==> src/rtl/fringe_comparator_pkg.sv <==
// Shared types and constants for the fringe comparator: comparator state
// encoding and full-scale output codes.
package fringe_comparator_pkg;

  typedef enum logic [1:0] {
    INIT = 2'b00,
    LOW  = 2'b01,
    HIGH = 2'b10
  } fc_state_t;

  localparam int FC_REG_WIDTH = 32;

  // Full-scale codes are returned 64 bits wide; callers slice to their width.
  function automatic logic [63:0] pos_fs(input int w);
    return (64'd1 << (w - 1)) - 64'd1;
  endfunction

  function automatic logic [63:0] neg_fs(input int w);
    return 64'd1 << (w - 1);
  endfunction

  // Signed "upper strictly above lower" test on w-bit thresholds.
  function automatic logic thresholds_ok(input logic signed [63:0] upper,
                                         input logic signed [63:0] lower);
    return upper > lower;
  endfunction

endpackage

==> src/rtl/fringe_comparator_if.sv <==
// AXI-Stream style sample channel used on both sides of the fringe comparator.
// A beat transfers on every cycle where tvalid and tready are both 1; the
// source must hold tdata stable while tvalid is 1 and tready is 0.
interface fringe_comparator_if #(
  parameter int W = 32
);
  logic         tvalid;
  logic [W-1:0] tdata;
  logic         tready;

  modport master (
    output tvalid,
    output tdata,
    input  tready
  );

  modport slave (
    input  tvalid,
    input  tdata,
    output tready
  );
endinterface

==> src/rtl/fringe_comparator_schmitt_trigger.sv <==
// Hysteresis comparator: state register plus next-state and rising-fringe
// logic; state only moves on valid samples.
module schmitt_trigger
  import fringe_comparator_pkg::*;
#(
  parameter int W = 32
) (
  input  logic                clk,
  input  logic                rst_n,
  input  logic                sample_valid,
  input  logic signed [W-1:0] sample,
  input  logic signed [W-1:0] upper,
  input  logic signed [W-1:0] lower,
  output fc_state_t           state_q,
  output fc_state_t           state_d,
  output logic                rise,
  output logic                thr_ok
);

  logic signed [63:0] upper_ext;
  logic signed [63:0] lower_ext;

  assign upper_ext = 64'(upper);
  assign lower_ext = 64'(lower);

  always_ff @(posedge clk or negedge rst_n) begin
    if (!rst_n) begin
      state_q <= INIT;
    end else begin
      state_q <= state_d;
    end
  end

  always_comb begin
    state_d = state_q;
    rise    = 1'b0;
    thr_ok  = thresholds_ok(upper_ext, lower_ext);
    if (sample_valid) begin
      if (!thr_ok) begin
        state_d = INIT;
      end else begin
        unique case (state_q)
          INIT: begin
            // Leaving INIT upward is an acquisition, not a fringe.
            if (sample >= upper) begin
              state_d = HIGH;
            end else if (sample <= lower) begin
              state_d = LOW;
            end
          end
          LOW: begin
            if (sample >= upper) begin
              state_d = HIGH;
              rise    = 1'b1;
            end
          end
          HIGH: begin
            if (sample <= lower) begin
              state_d = LOW;
            end
          end
          default: state_d = INIT;
        endcase
      end
    end
  end

endmodule

==> src/rtl/fringe_comparator.sv <==
// Digitises the interferometer sample stream into a full-scale square wave and
// tracks rising-fringe count and fringe period for the register block.
module fringe_comparator
  import fringe_comparator_pkg::*;
#(
  parameter int AXIS_TDATA_WIDTH = 32
) (
  input  logic                    SYS_aclk,
  input  logic                    SYS_aresetn,
  input  logic [FC_REG_WIDTH-1:0] FC_upper_threshold,
  input  logic [FC_REG_WIDTH-1:0] FC_lower_threshold,
  input  logic                    FC_clear,
  output logic [FC_REG_WIDTH-1:0] FC_fringe_count,
  output logic [FC_REG_WIDTH-1:0] FC_period,
  output logic                    FC_level,
  output fc_state_t               FC_state_dbg,
  fringe_comparator_if.slave      S_AXIS,
  fringe_comparator_if.master     M_AXIS
);

  localparam int W = AXIS_TDATA_WIDTH;
  localparam logic [63:0]  POS_FS64 = pos_fs(W);
  localparam logic [63:0]  NEG_FS64 = neg_fs(W);
  localparam logic [W-1:0] POS_FS   = POS_FS64[W-1:0];
  localparam logic [W-1:0] NEG_FS   = NEG_FS64[W-1:0];
  localparam logic [FC_REG_WIDTH-1:0] ACC_MAX = '1;

  logic signed [W-1:0]     upper_s;
  logic signed [W-1:0]     lower_s;
  logic signed [W-1:0]     sample_s;
  fc_state_t               state_q;
  fc_state_t               state_d;
  logic                    rise;
  logic                    thr_ok;
  logic                    sample_valid;
  logic                    have_edge;
  logic [FC_REG_WIDTH-1:0] period_acc;
  logic [FC_REG_WIDTH-1:0] period_acc_inc;
  logic [W-1:0]            level_code;
  logic                    unused_m_tready;

  assign S_AXIS.tready   = 1'b1;
  assign unused_m_tready = M_AXIS.tready;

  assign sample_valid = S_AXIS.tvalid;
  assign sample_s     = $signed(S_AXIS.tdata);
  assign upper_s      = $signed(FC_upper_threshold[W-1:0]);
  assign lower_s      = $signed(FC_lower_threshold[W-1:0]);

  schmitt_trigger #(
    .W (W)
  ) u_schmitt (
    .clk          (SYS_aclk),
    .rst_n        (SYS_aresetn),
    .sample_valid (sample_valid),
    .sample       (sample_s),
    .upper        (upper_s),
    .lower        (lower_s),
    .state_q      (state_q),
    .state_d      (state_d),
    .rise         (rise),
    .thr_ok       (thr_ok)
  );

  assign FC_level     = (state_q == HIGH);
  assign FC_state_dbg = state_q;

  // Saturate rather than wrap so a stalled signal never reports a short period.
  assign period_acc_inc = (period_acc == ACC_MAX) ? period_acc : period_acc + 1'b1;

  always_comb begin
    level_code = '0;
    unique case (state_d)
      HIGH:    level_code = POS_FS;
      LOW:     level_code = NEG_FS;
      default: level_code = '0;
    endcase
  end

  always_ff @(posedge SYS_aclk or negedge SYS_aresetn) begin
    if (!SYS_aresetn) begin
      M_AXIS.tvalid <= 1'b0;
      M_AXIS.tdata  <= '0;
    end else begin
      M_AXIS.tvalid <= sample_valid;
      if (sample_valid) begin
        M_AXIS.tdata <= level_code;
      end
    end
  end

  always_ff @(posedge SYS_aclk or negedge SYS_aresetn) begin
    if (!SYS_aresetn) begin
      FC_fringe_count <= '0;
      FC_period       <= '0;
      period_acc      <= '0;
      have_edge       <= 1'b0;
    end else if (FC_clear) begin
      // Clear takes priority over a fringe landing on the same sample.
      FC_fringe_count <= '0;
      FC_period       <= '0;
      period_acc      <= '0;
      have_edge       <= 1'b0;
    end else if (sample_valid) begin
      if (!thr_ok) begin
        have_edge <= 1'b0;
      end
      if (rise) begin
        FC_fringe_count <= FC_fringe_count + 1'b1;
        if (have_edge) begin
          FC_period <= period_acc_inc;
        end
        period_acc <= '0;
        have_edge  <= 1'b1;
      end else begin
        period_acc <= period_acc_inc;
      end
    end
  end

endmodule

==> src/flat_wrapper.sv <==
// flat-port wrapper written by rule: the top's interface ports become plain ports
module fringe_comparator_flat import fringe_comparator_pkg::*;
#(
  parameter int AXIS_TDATA_WIDTH = 32
)
  (SYS_aclk, SYS_aresetn, FC_upper_threshold, FC_lower_threshold, FC_clear, FC_fringe_count, FC_period, FC_level, FC_state_dbg, S_AXIS_tvalid, S_AXIS_tdata, S_AXIS_tready, M_AXIS_tvalid, M_AXIS_tdata, M_AXIS_tready);
  fringe_comparator_if #(.W((32))) S_AXIS_i ();
  fringe_comparator_if #(.W((32))) M_AXIS_i ();
  input  logic SYS_aclk;
  input  logic SYS_aresetn;
  input  logic [FC_REG_WIDTH-1:0] FC_upper_threshold;
  input  logic [FC_REG_WIDTH-1:0] FC_lower_threshold;
  input  logic FC_clear;
  output logic [FC_REG_WIDTH-1:0] FC_fringe_count;
  output logic [FC_REG_WIDTH-1:0] FC_period;
  output logic FC_level;
  output fc_state_t FC_state_dbg;
  input wire logic [$bits(S_AXIS_i.tvalid)-1:0] S_AXIS_tvalid;
  input wire logic [$bits(S_AXIS_i.tdata)-1:0] S_AXIS_tdata;
  output wire logic [$bits(S_AXIS_i.tready)-1:0] S_AXIS_tready;
  output wire logic [$bits(M_AXIS_i.tvalid)-1:0] M_AXIS_tvalid;
  output wire logic [$bits(M_AXIS_i.tdata)-1:0] M_AXIS_tdata;
  input wire logic [$bits(M_AXIS_i.tready)-1:0] M_AXIS_tready;
  assign S_AXIS_i.tvalid = S_AXIS_tvalid;
  assign S_AXIS_i.tdata = S_AXIS_tdata;
  assign S_AXIS_tready = S_AXIS_i.tready;
  assign M_AXIS_tvalid = M_AXIS_i.tvalid;
  assign M_AXIS_tdata = M_AXIS_i.tdata;
  assign M_AXIS_i.tready = M_AXIS_tready;
  fringe_comparator #(.AXIS_TDATA_WIDTH(AXIS_TDATA_WIDTH)) u_core (.SYS_aclk(SYS_aclk), .SYS_aresetn(SYS_aresetn), .FC_upper_threshold(FC_upper_threshold), .FC_lower_threshold(FC_lower_threshold), .FC_clear(FC_clear), .FC_fringe_count(FC_fringe_count), .FC_period(FC_period), .FC_level(FC_level), .FC_state_dbg(FC_state_dbg), .S_AXIS(S_AXIS_i), .M_AXIS(M_AXIS_i));
endmodule
==> config.mk <==
export PLATFORM = sky130hd
export DESIGN_NAME = fringe_comparator_flat
export DESIGN_NICKNAME = d
export VERILOG_FILES = /design/src/rtl/fringe_comparator_pkg.sv /design/src/rtl/fringe_comparator_if.sv /design/src/rtl/fringe_comparator_schmitt_trigger.sv /design/src/rtl/fringe_comparator.sv /design/src/flat_wrapper.sv
export SDC_FILE = /design/constraint.sdc
export NUM_CORES = 1
export LEC_CHECK = 0
export CAP_MARGIN = 20
export CELL_PAD_IN_SITES_DETAIL_PLACEMENT = 1
export CELL_PAD_IN_SITES_GLOBAL_PLACEMENT = 1
export CORE_UTILIZATION = 40
export DETAILED_ROUTE_END_ITERATION = 10
export GPL_ROUTABILITY_DRIVEN = 0
export PLACE_DENSITY = 0.85
export SYNTH_ARGS = -nofsm -noshare
export SYNTH_HDL_FRONTEND = slang
export SYNTH_SLANG_ARGS = --single-unit
==> constraint.sdc <==
create_clock -name SYS_aclk -period 5.1 [get_ports SYS_aclk]
set_input_delay 1.02 -clock SYS_aclk [delete_from_list [all_inputs] [get_ports SYS_aclk]]
set_output_delay 1.02 -clock SYS_aclk [all_outputs]
set_load 0.05 [all_outputs]
Word-level counts from Yosys, hierarchy flattened

Index checks and enable logic that the tools add are counted.

Add/subtract/negate cells: 2
Magnitude comparators: 3
Equal/unequal tests: 6
Multiplexer cells: 26
Reduce and logical (&&, ||, !) cells: 7

Operators with widths:

| operator                                       | number |
|---|---|
| 2-to-1 mux 32 bit                              | 11 |
| adder 32 x 1 -> 32 bit (second input constant) | 2 |
| case mux 32 bit (2 select lines)               | 1 |
| == test 32 bit (second input constant)         | 1 |
| >= comparator 32 bit                           | 1 |
| > comparator 32 bit                            | 1 |
| <= comparator 32 bit                           | 1 |
| 2-to-1 mux 2 bit                               | 5 |
| 2-to-1 mux 1 bit                               | 8 |
| case mux 2 bit (3 select lines)                | 1 |
| nonzero test 2 bit                             | 3 |
| == test 2 x 1 -> 1 bit (second input constant) | 2 |
| == test 2 bit (second input constant)          | 2 |
| AND reduction 2 bit                            | 2 |
| != test 3 x 2 -> 1 bit (second input constant) | 1 |
| AND reduction 3 bit                            | 1 |
| zero test 2 bit                                | 1 |

Register bits: 132
Input port bits: 101
Output and inout bits: 101
Logic and storage cells: 51

Depth between registers and ports, before layout

Gate-level depths: netlist of run 1.

Depth in word-level cells: 8
Gate-level depth with buffers: 14
Gate-level depth less buffers: 11

By module

Synthesis of run 1 repeated with hierarchy kept, for this count alone.

Cell total of the unflattened synthesis: 953
Area total of the unflattened synthesis: 8232.9 um^2

By module, submodules not included:

| module            | times used | cells each | area an instance (um^2) | sequential area each (um^2) |
|---|---|---|---|---|
| fringe_comparator | 1          | 638        | 5828.1                  | 2502.4 |
| schmitt_trigger   | 1          | 315        | 2404.8                  | 50.0 |

Worst setup path before layout of run 1

Ideal clock, no wire load.

Kind: in2reg
Start point: in FC_lower_threshold[5]
End point: reg u_core.period_acc[13]
Setup time: 82 ps
Arrival: 3616 ps
Required time: 5018 ps
Setup slack: 1402 ps
Stages: 12
Buffers on the path: 1
Cell sequence: inv_1 -> ha_1 -> a21o_1 -> a221o_1 -> a221o_1 -> a2111oi_2 -> nand3_2 -> nand3_2 -> nor2_2 -> buf_6 -> or4_1 -> a31oi_1

Cells in the longest elaborated chain, start to end: 6

Ends and longest elaborated chain:

| element                | line                                    | text |
|---|---|---|
| start: declaration     | flat_wrapper.sv:12                      | `input logic [FC_REG_WIDTH-1:0] FC_lower_threshold;` |
| > comparator 32 bit    | fringe_comparator_pkg.sv:25             | `return upper > lower;` |
| 2-to-1 mux 1 bit       | fringe_comparator_schmitt_trigger.sv:39 | `if (!thr_ok) begin` |
| 2-to-1 mux 1 bit       | fringe_comparator_schmitt_trigger.sv:38 | `if (sample_valid) begin` |
| 2-to-1 mux 32 bit      | fringe_comparator.sv:108                | `if (rise) begin` |
| 2-to-1 mux 32 bit      | fringe_comparator.sv:104                | `end else if (sample_valid) begin` |
| 2-to-1 mux 32 bit      | fringe_comparator.sv:98                 | `end else if (FC_clear) begin` |
| end signal: assignment | fringe_comparator.sv:116                | `period_acc <= period_acc_inc;` |
| end: declaration       | fringe_comparator.sv:37                 | `logic [FC_REG_WIDTH-1:0] period_acc;` |

Every way passes these cells. The select of a mux whose other input is x is not followed.
A chain may end at the register's enable or synchronous reset.

Worst setup path in the final report of run 1

Start point: in FC_lower_threshold[31]
End point: reg u_core.FC_fringe_count[23]

Cells in the longest elaborated chain, start to end: 5

Ends and longest elaborated chain:

| element                              | line                                    | text |
|---|---|---|
| > comparator 32 bit                  | fringe_comparator_pkg.sv:25             |  |
| 2-to-1 mux 1 bit                     | fringe_comparator_schmitt_trigger.sv:39 |  |
| 2-to-1 mux 1 bit                     | fringe_comparator_schmitt_trigger.sv:38 |  |
| nonzero test 2 bit (no source line)  | -                                       |  |
| AND reduction 2 bit (no source line) | -                                       |  |
| end signal: assignment               | fringe_comparator.sv:109                | `FC_fringe_count <= FC_fringe_count + 1'b1;` |
| end: declaration                     | fringe_comparator.sv:13                 | `output logic [FC_REG_WIDTH-1:0] FC_fringe_count,` |

Every way passes these cells.

==> results_dict.tcl, run 1 <==
set metrics [dict create \
    worst_ep_required_time_ps 5360 \
    antenna_found_initial 0 \
    wl_per_cell_um 18.38 \
    fillers 2327 \
    synth-seq-cells 102 \
    setup_viol 0 \
    syn_to_final_growth_pct 29.21 \
    worst_slew_pin_slew_ps 1026 \
    grt_pass1_wl_um 40710 \
    synth_fp_nets 1127 \
    final_util_pct 53.06 \
    drt-total-wl_um 24850 \
    io_pins 202 \
    dp_hpwl_um 19040 \
    p_total_uw 2333 \
    finalHoldViolations 0 \
    skew_ps 8.099 \
    holdPathStages 2 \
    drc 0 \
    r2r_cells 10 \
    crit_start "FC_lower_threshold[31]" \
    grt_pass1_vias 8017 \
    final-seq-area_um2 2552 \
    post_cts_buffers 0 \
    syn_avg_cell_area_um2 8.668 \
    period_share_pct 87.15 \
    clockRootBuffer "clkbuf_16" \
    clock_sinks 102 \
    synth_area_um2 8044 \
    initial_core_util_pct 41.06 \
    post_cts_resized 0 \
    worstSetupPathType "input pin to register" \
    reg2reg_setup_slack_ps 1840 \
    crit_path_start_kind "input pin" \
    outcome "finished, final reports clean" \
    vias 7628 \
    dr.pass1.iters 5 \
    ys_types 68 \
    r2r-start "u_core.period_acc[0]" \
    dieArea_um2 20680 \
    synth_ff_type "dfrtp_1" \
    rsz0062_at_grt "false" \
    grt_overflow 0 \
    crit_arrival_ps 4710 \
    ys_warn_count 0 \
    powerDensity_nw_per_um2 224.5 \
    cts_tree "done" \
    cap_viol_max_count 0 \
    crit_path_end_kind "register" \
    syn_inst 928 \
    min_path_type "register to register" \
    clk_latency_ps 350 \
    drv_slew 0 \
    fmax_mhz 225.0 \
    slew-limit-headroom_pct 31.06 \
    synth_edf_count 0 \
    layout.nets 1281 \
    antenna_cells 0 \
    drt_iter0_markers 347 \
    final_common_cell "clkdlybuf4s50_1" \
    core_area_um2 19590 \
    cts_buffers 9 \
    htree_levels 3 \
    mostFrequentLayoutCells "clkdlybuf4s50_1 (197), dfrtp_1 (102), ha_1 (98)" \
    fin_setup_tns_ps 0 \
    std_cell_rows 51 \
    track_usage_pct 24.93 \
    multi_input_comb_area_um2 4797 \
    ys_seq_area_share_pct 31.73 \
    holdBufCountCts 0 \
    crit_fanout 28 \
    crit_path_end "u_core.FC_fringe_count[23]" \
    dieWidth_um 143.8 \
    period_needed_ps 4445 \
    die_height_um 143.8 \
    r2r_end "u_core.period_acc[15]" \
    viasPerCell 5.642 \
    drive_gt1_share_pct 5.152 \
    antenna_left 0 \
    cts_buffer_depth 2 \
    leakagePower_uw 0.004513 \
    grt_max_degree 70 \
    synthArstFlopShare_pct 100.0 \
    port_buffers 199 \
    peakVddDrop_mv 0.1460 \
    clk_pin_slew_ps 70 \
]
-- routing by layer --
| metal | up-vias | track usage, % | part of all wire [%] |
|---|---|---|---|
| met2 | 187 | 44.56 | 51 |
| li1 | 3645 | - | - |
| met1 | 3749 | 30.52 | 43 |
| met3 | 47 | 4.099 | 3.9 |
| met4 | 0 | 7.503 | 2.6 |
| met5 | - | 0 | 0 |
-- power breakdown --
group,switching (uW),internal (uW)
registers,23.9,817
logic,484,278
clock network,308,422
total,816,1520
-- through the flow --
stage / worst slack [ps] / hold WS (ps) / instance area (um2) / instances
after global routing: 419.3 / 590.3 / 10390 / 1352
after floorplan: 1402 / 504.3 / 8044 / 928
after CTS: 653.9 / 555.2 / 10390 / 1352
after detailed placement: 352.9 / 542.4 / 10080 / 1336
after global placement: 522.0 / 509.0 / 10080 / 1336
final: 655.3 / 548.5 / 10390 / 1352
-- flip-flops by register name, summed over array words and instances, names as in the netlist --
signal / flops
u_core.period_acc: 32
u_core.u_schmitt.state_q: 2
u_core.FC_fringe_count: 32
u_core.FC_period: 32
u_core.M_AXIS.tvalid: 1
u_core.M_AXIS.tdata: 2
u_core.have_edge: 1
-- critical path, stage by stage --
cell and delay, ps:
clkdlybuf4s50_1 490, inv_1 70, ha_1 380, nand4_1 290, or4_1 600, nor2_1 190, a2111oi_2 110, nand3_2 130
and3_1 370, nand3_2 100, buf_4 230, or4_1 540, a21oi_1 180
-- cell usage after synthesis, types with 19 or more instances --
cell type	n	area share [%]
ha_1	98	15
a211oi_1	27	2.5
nor2_1	70	3.3
inv_1	78	3.6
dfrtp_1	102	32
nand3_1	34	2.1
xor2_1	20	2.2
or3_1	19	1.5
nand4_1	35	2.7
a21oi_1	62	3.9
clkbuf_1	26	1.2
nand2_1	56	2.6
a21o_1	20	1.9
o21ai_0	43	2.7
buf_4	33	3.1
-- area by class of cell --
class                           instances  share of cell area, %
Clock inverter                          4                 0.4936
Sequential cell                       102                  24.56
Tap cell                              265                  3.190
Timing Repair Buffer                  211                  20.22
Multi-Input combinational cell        680                  46.15
Clock buffer                           12                  2.564
Inverter                               78                  2.817
-- logic make-up after synthesis --
family | after synthesis | share of synthesized area [%]
AO/OA/AOI/OAI | 223 | 18.59
adder cells (fa/ha/maj) | 98 | 15.24
other | 1 | 0.04662
AND/OR/NAND/NOR | 318 | 21.22
multiplexers | 4 | 0.5444
buffers and inverters | 146 | 8.710
flip-flops | 102 | 31.73
XOR/XNOR | 36 | 3.920
-- worst min-delay path by stage --
stage / from / endpoint / slack (ps)
6_report: u_core.M_AXIS.tdata[31] / u_core.M_AXIS.tdata[31] / 550
5_1_grt: u_core.FC_period[7] / u_core.FC_period[7] / 590
4_1_cts: u_core.M_AXIS.tdata[31] / u_core.M_AXIS.tdata[31] / 560
3_5_place_dp: u_core.period_acc[29] / u_core.period_acc[29] / 540
3_3_place_gp: u_core.M_AXIS.tdata[31] / u_core.M_AXIS.tdata[31] / 510
2_1_floorplan: u_core.period_acc[19] / u_core.period_acc[19] / 500
(Power assumes the default switching activity.)
==> run 2: changes to the inputs <==
Settings changed: HOLD_SLACK_MARGIN set to 0.02.
==> results of run 2 <==
Final layout, timing and power as in run 1 (identical DEF).
==> run 3: changes to the inputs <==
Settings changed: CORE_UTILIZATION 40 to 41, CTS_CLUSTER_SIZE set to 25, PLACE_DENSITY 0.85 to 0.86, SYNTH_HIERARCHICAL set to 1.
==> run 3 against run 2 <==
  * First-iteration DRC count increased by 27%
  * Sequential cell count unchanged
  * Routed wire length increased by 7.3%
  * Clock skew increased by 1.5 ps
  * Worst hold slack got worse by 72 ps
  * Clock power decreased by 12%
  * Synthesized cell count increased by 2.7%
  * Combinational power increased by 29%
  * Via count increased by 5.4%
  * Global-route usage increased by 1.4 points
  * Utilization increased by 1.3 points
  * Die area decreased by 0.15%
  * Critical endpoint is now u_core/FC_fringe_count[17]
  * Largest cell class unchanged
==> results_dict.tcl, run 3 <==
set metrics [dict create \
    seqPwrFrac_pct 34.8 \
    worst_slew_pin_slew_ps 867.2 \
    cts_buffers 9 \
    skew_ps 9.560 \
    die_height_um 143.7 \
    fin_setup_tns_ps 0 \
    crit_fanout 9 \
    crit_path_end_kind "register" \
    htree_levels 3 \
    intPower_uw 1507 \
    viasPerCell 5.826 \
    p_sw_uw 992.1 \
    ys_seq_area_share_pct 31.00 \
    clock_sinks 102 \
    outcome "finished, final reports clean" \
    drt-total-wl_um 26650 \
    setup_viol 0 \
    swShare_pct 39.69 \
    worstSetupPathType "input pin to register" \
    min_path_type "register to register" \
    dieWidth_um 143.7 \
    synth_edf_count 0 \
    drc 0 \
    synth_area_leaders "dfrtp_1 (31%), ha_1 (15%), nand3_1 (4.0%)" \
    antenna_cells 0 \
    design_area_um2 10640 \
    clockRootBuffer "clkbuf_16" \
    post-synth-top-area-cell "dfrtp_1" \
    drive_gt1_share_pct 5.650 \
    synth-seq-cells 102 \
    crit_arrival_ps 5040 \
    finalHoldViolations 0 \
    largest_registers "u_core/FC_fringe_count (32), u_core/FC_period (32), u_core/period_acc (32)" \
    grt_max_degree 68 \
    grt_pass1_vias 8379 \
    ys_types 70 \
    crit_path_start_kind "input pin" \
    syn_to_final_growth_pct 29.23 \
    fmax_mhz 207.3 \
    ys_warn_count 6 \
    grt_overflow 0 \
    antenna_found_initial 0 \
    synthArstFlopShare_pct 100.0 \
    dp_hpwl_um 20690 \
    track_usage_pct 26.36 \
    synth_top_area_share_pct 31.00 \
    cap_viol_max_count 0 \
    grt_pass1_wl_um 42770 \
    port_buffers 199 \
    syn_inst 953 \
    io_pins 202 \
    leakagePower_uw 0.004596 \
    vias 8040 \
    placed_area_um2 10330 \
    core_area_um2 19590 \
    p_clk_share_pct 25.8 \
    rsz0062_at_grt "false" \
    final_util_pct 54.31 \
    synth_ff_type "dfrtp_1" \
    drv_slew 0 \
    std_cell_rows 51 \
    initial_core_util_pct 42.03 \
    synth_fp_nets 1152 \
    slew-limit-headroom_pct 42.19 \
    clk_pin_slew_ps 70 \
    drt_iter0_markers 440 \
    wl_per_cell_um 19.31 \
    antenna_left 0 \
    dr.pass1.iters 5 \
    powerDensity_nw_per_um2 234.9 \
    layout.nets 1310 \
    syn_avg_cell_area_um2 8.639 \
    yosysMostFrequentCell "dfrtp_1" \
    period_share_pct 94.61 \
    peakVddDrop_mv 0.2219 \
    final_common_cell "clkdlybuf4s50_1" \
    cts_tree "done" \
    worst_ep_required_time_ps 5310 \
    period_needed_ps 4825 \
    cts_buffer_depth 2 \
    combPwrFrac_pct 39.4 \
    dieArea_um2 20650 \
    holdBufCountCts 0 \
    synth_common_cells "dfrtp_1 (102), ha_1 (98), inv_1 (86)" \
    clk_latency_ps 360 \
    synth_area_um2 8233 \
    mostFrequentLayoutCells "clkdlybuf4s50_1 (198), dfrtp_1 (102), ha_1 (98)" \
]
[run 3: cell types whose count changed in the layout (fill, tap and decap cells not counted), moves of 10 or more]
cell / previous run / this run
nand3_1: 34 / 65
a211oi_1: 27 / 4
nor2_1: 70 / 51
nand2_1: 56 / 70
nand4_1: 35 / 49
o21ai_0: 43 / 29
a21oi_1: 62 / 49
o211ai_1: 7 / 20
nor4_1: 7 / 18
and3_1: 15 / 5
[run 3: area by class of cell]
cell class                      count  area [um2]
Sequential cell                   102        2552
Inverter                           87       326.6
Tap cell                          265       331.6
Timing Repair Buffer              221        2225
Multi-Input combinational cell    690        4946
Clock buffer                       12       236.5
Fill cell                        2282        8951
Clock inverter                      3       21.27
[run 3: per-layer routing]
layer  wire, um  up-vias  global-route usage (%)
met1      11580     3945                   33.17
li1           -     3801                       -
met4        639        0                   8.399
met5          0        -                       0
met2      13100      248                   45.89
met3       1326       46                   4.199
[run 3: path summary, 6_finish.rpt]
kind                                             start                          to  slack (ps)  cells past startpoint
worst max-delay path            FC_lower_threshold[11]  u_core/FC_fringe_count[17]         280                     18
worst min-delay path              u_core/FC_period[12]        u_core/FC_period[12]         480                      2
worst max register to register    u_core/period_acc[0]       u_core/period_acc[23]        2100                      6
worst min register to register    u_core/FC_period[12]        u_core/FC_period[12]         480                      2
max in group asynchronous                  SYS_aresetn       u_core/period_acc[22]        3280                      2
min in group asynchronous                  SYS_aresetn  u_core/FC_fringe_count[13]         790                      1
[run 3: power groups by stage]
stage / Sequential [uW] / Combinational, uW / Clock, uW
after global routing: 874 / 1040 / 681
final: 869 / 985 / 646
after CTS: 869 / 984 / 657
after floorplan: 911 / 677 / 0
after global placement: 882 / 955 / 0
after detailed placement: 884 / 981 / 0
[run 3: cell families (layout without fill, tap and decap cells)]
| logic type | after synthesis | in the layout | share of synthesized area (%) |
|---|---|---|---|
| and+or+nand+nor | 347 | 347 | 23.27 |
| DFF | 102 | 102 | 31.00 |
| muxes | 5 | 5 | 0.6990 |
| xor gates and xnor gates | 36 | 36 | 3.830 |
| buffers and inverters | 161 | 323 | 9.422 |
| AOI/OAI and AO/OA | 203 | 203 | 16.84 |
| other | 1 | 1 | 0.04555 |
| adders and majority gates | 98 | 98 | 14.89 |
[run 3: critical path, cell delays in order]
cell and delay (ps):
clkdlybuf4s50_1 450, inv_1 60, ha_1 310, nand4_1 230
nor2_1 90, a221o_1 390, o31ai_2 260, o2111ai_1 170
mux2_4 330, inv_1 80, nand4_1 170, nor2_4 220
a21o_1 210, buf_4 170, nand3b_1 290, nor3_1 300
xnor2_1 190, nor2_1 90
[run 3: metrics by stage]
step / std cells / total power (uW) / worst slack [ps] / hold slack, ps
floorplan: 953 / 1588 / 632.6 / 500.7
global route: 1380 / 2593 / 7.297 / 494.8
global placement: 1362 / 1838 / -94.57 / 461.0
finish: 1380 / 2499 / 275.1 / 476.8
detailed placement: 1363 / 1866 / -262.8 / 467.3
CTS: 1378 / 2510 / 72.84 / 483.3
[run 3: repair_timing]
| action | 4_1_cts | 5_1_grt |
|---|---|---|
| setup endpoints to repair | 0 | 35 |
| setup buffers | 0 | 1 |
| resized for setup | 0 | 7 |
| hold endpoints to repair | 0 | 0 |
==> RTL change: new RTL, flow settings as in run 3 <==
Add an input register stage for `FC_upper_threshold` and `FC_lower_threshold`, without a reset; this delays them by one clock. The other inputs are not delayed to match.
--- a/src/rtl/fringe_comparator.sv
+++ b/src/rtl/fringe_comparator.sv
@@ -26,4 +26,12 @@
   localparam logic [FC_REG_WIDTH-1:0] ACC_MAX = '1;
 
+  logic [FC_REG_WIDTH-1:0] FC_upper_threshold_q;
+  logic [FC_REG_WIDTH-1:0] FC_lower_threshold_q;
+
+  always_ff @(posedge SYS_aclk) begin
+    FC_upper_threshold_q <= FC_upper_threshold;
+    FC_lower_threshold_q <= FC_lower_threshold;
+  end
+
   logic signed [W-1:0]     upper_s;
   logic signed [W-1:0]     lower_s;
@@ -45,6 +53,6 @@
   assign sample_valid = S_AXIS.tvalid;
   assign sample_s     = $signed(S_AXIS.tdata);
-  assign upper_s      = $signed(FC_upper_threshold[W-1:0]);
-  assign lower_s      = $signed(FC_lower_threshold[W-1:0]);
+  assign upper_s      = $signed(FC_upper_threshold_q[W-1:0]);
+  assign lower_s      = $signed(FC_lower_threshold_q[W-1:0]);
 
   schmitt_trigger #(
Behaviour: not the same (Yosys sat finds a counterexample within 4 cycles, from zero or initial values and one cycle with SYS_aresetn low).
==> RTL change against run 3 <==
- synthesized area rose by 15%
- design area rose by 13%
- non-clock buffer count fell by 10
- die area rose by 15%
- power rose by 46%
- sequential cell count rose by 64
- first-iteration DRC count fell by 30%
- cell count rose by 6.8%
- register-to-register slack got worse by 1.4 ns
- worst setup slack improved by 0.40 ns
- wire length rose by 3.7%
- global-route usage fell by 2.2 points
- clock power rose by 95%
- critical endpoint is now u_core/FC_period[25]
- largest cell class unchanged
==> RTL change: results (changes against run 3) <==
Clock network
  – Worst skew pair latency: 0.43 ns (was 0.36 ns)
  – CTS buffer count: 17 (was 9)

Synth
  – Top-area cell type share of the netlist area: 27.0% (was 31.0%)
  – Synth area leaders: dfrtp_1, dfxtp_1, ha_1, nand2_1, inv_1 (was dfrtp_1, ha_1, nand3_1, inv_1, nand4_1)
  – Register area share after synthesis: 40.5% (was 31.0%)
  – Synthesized net count: 1220 (was 1152)
  – Commonest cells in the netlist: dfrtp_1, ha_1, nand2_1, inv_1, dfxtp_1 (was dfrtp_1, ha_1, inv_1, nand2_1, nand3_1)
  – Share of flip-flops with an asynchronous set or reset: 61.4% (was 100%)
  – Post-synth cell types: 68 (was 70)

Critical path
  – FF-to-FF End: u_core/FC_period[25] (was u_core/period_acc[23])
  – Worst reg2reg startpoint: u_core/FC_lower_threshold_q[14] (was u_core/period_acc[0])
  – Setup slack, reg-to-reg: 0.69 ns (was 2.10 ns)
  – Crit path max fanout: 31 (was 9)
  – CP Launch Point: S_AXIS_tdata[31] (was FC_lower_threshold[11])
  – Slowest stage cell, crit path: or4_1 (was clkdlybuf4s50_1)
  – Worst endpoint data arrival time: 4.78 ns (was 5.04 ns)

Pwr
  – Leakage power: 5.29 nW (was 4.60 nW)
  – Worst VDD drop: 0.193 mV (was 0.222 mV)

Finish
  – # nets final: 1374 (was 1310)

Routing
  – Routed met3 length: 1080 um (was 1330 um)
  – Avg Vias per Cell: 5.61 (was 5.83)
  – Initial DRC Count: 310 (was 440)
  – Drt wl/cell: 18.7 um (was 19.3 um)
  – M1 wire length: 11700 um (was 11600 um)
  – Routed length on met2: 14100 um (was 13100 um)

GRT
  – First-pass GRT wire length: 45400 um (was 42800 um)
  – Vias in the first global route: 8663 (was 8379)
  – Initial antenna violation count: 1 (was 0)
  – Pin count of the biggest net entering global routing: 69 (was 68)

STA
  – Skew final: 0.0202 ns (was 0.00956 ns)

Placed design
  – Post-DP HPWL: 20500 um (was 20700 um)
  – Placed Area: 0.0115 sq mm (was 0.0103 sq mm)

Status
  – Outcome: complete, no violations (unchanged)
RTL change: logic make-up (layout without fill, tap and decap cells):
| logic type | Yosys count | after routing | share of synthesized area [%] |
|---|---|---|---|
| simple gates | 338 | 338 | 19.0 |
| compound gates | 210 | 210 | 14.7 |
| flops | 166 | 166 | 40.5 |
| buf+inv | 155 | 322 | 7.76 |
| fa+ha+maj | 98 | 98 | 13.0 |
| xor+xnor | 49 | 49 | 4.54 |
| mux | 4 | 4 | 0.489 |
| other cells | 1 | 2 | 0.0396 |
RTL change: final cells by class:
class | instances | area (sq um) | share of cell area, %
inverters | 79 | 297 | 2.46
repair buffers | 211 | 2120 | 17.5
clock buffers | 18 | 439 | 3.64
multi-input cells | 700 | 4910 | 40.6
flip-flops and latches | 166 | 3830 | 31.8
well taps | 285 | 357 | 2.95
clock inverters | 14 | 123 | 1.02
diodes | 1 | 2.50 | 0.0207
RTL change: worst min-delay path, stage by stage (launching register included):
cell and delay, ns:
dfrtp_1 0.34, nand2_1 0.04, o21ai_0 0.06
RTL change: worst min-delay path by stage:
stage                                     start                    end  slack, ns  depth (start not counted)
after floorplan           u_core/period_acc[26]  u_core/period_acc[26]       0.50                          1
after global placement     u_core/FC_period[28]   u_core/FC_period[28]       0.46                          2
after detailed placement   u_core/FC_period[15]   u_core/FC_period[15]       0.47                          2
after CTS                  u_core/FC_period[15]   u_core/FC_period[15]       0.49                          2
after global routing       u_core/FC_period[30]   u_core/FC_period[30]       0.51                          2
final                      u_core/FC_period[30]   u_core/FC_period[30]       0.48                          2
RTL change: per-layer routing:
metal / GRT usage (%) / vias to the layer above
met1: 29.3 / 4060
met3: 4.31 / 37
met4: 8.90 / 0
met2: 42.6 / 200
met5: 0 / -
li1: - / 3971
RTL change: per-stage QoR:
step	cells	setup WS [ns]	power (mW)	utilization, %	hold WS, ns
floorplan	1021	1.16	2.15	-	0.503
global placement	1441	0.424	2.38	50.8	0.464
detailed placement	1441	0.297	2.41	50.8	0.469
CTS	1473	0.706	3.68	53.3	0.485
global route	1474	0.364	3.78	53.3	0.509
finish	1474	0.680	3.64	53.3	0.479
RTL change: report_power, final:
| group | leakage [nW] | switching (mW) | internal, mW |
|---|---|---|---|
| registers | 1.96 | 0.0617 | 1.35 |
| logic | 3.07 | 0.621 | 0.352 |
| clock network | 0.267 | 0.570 | 0.688 |
| total | 5.29 | 1.25 | 2.39 |
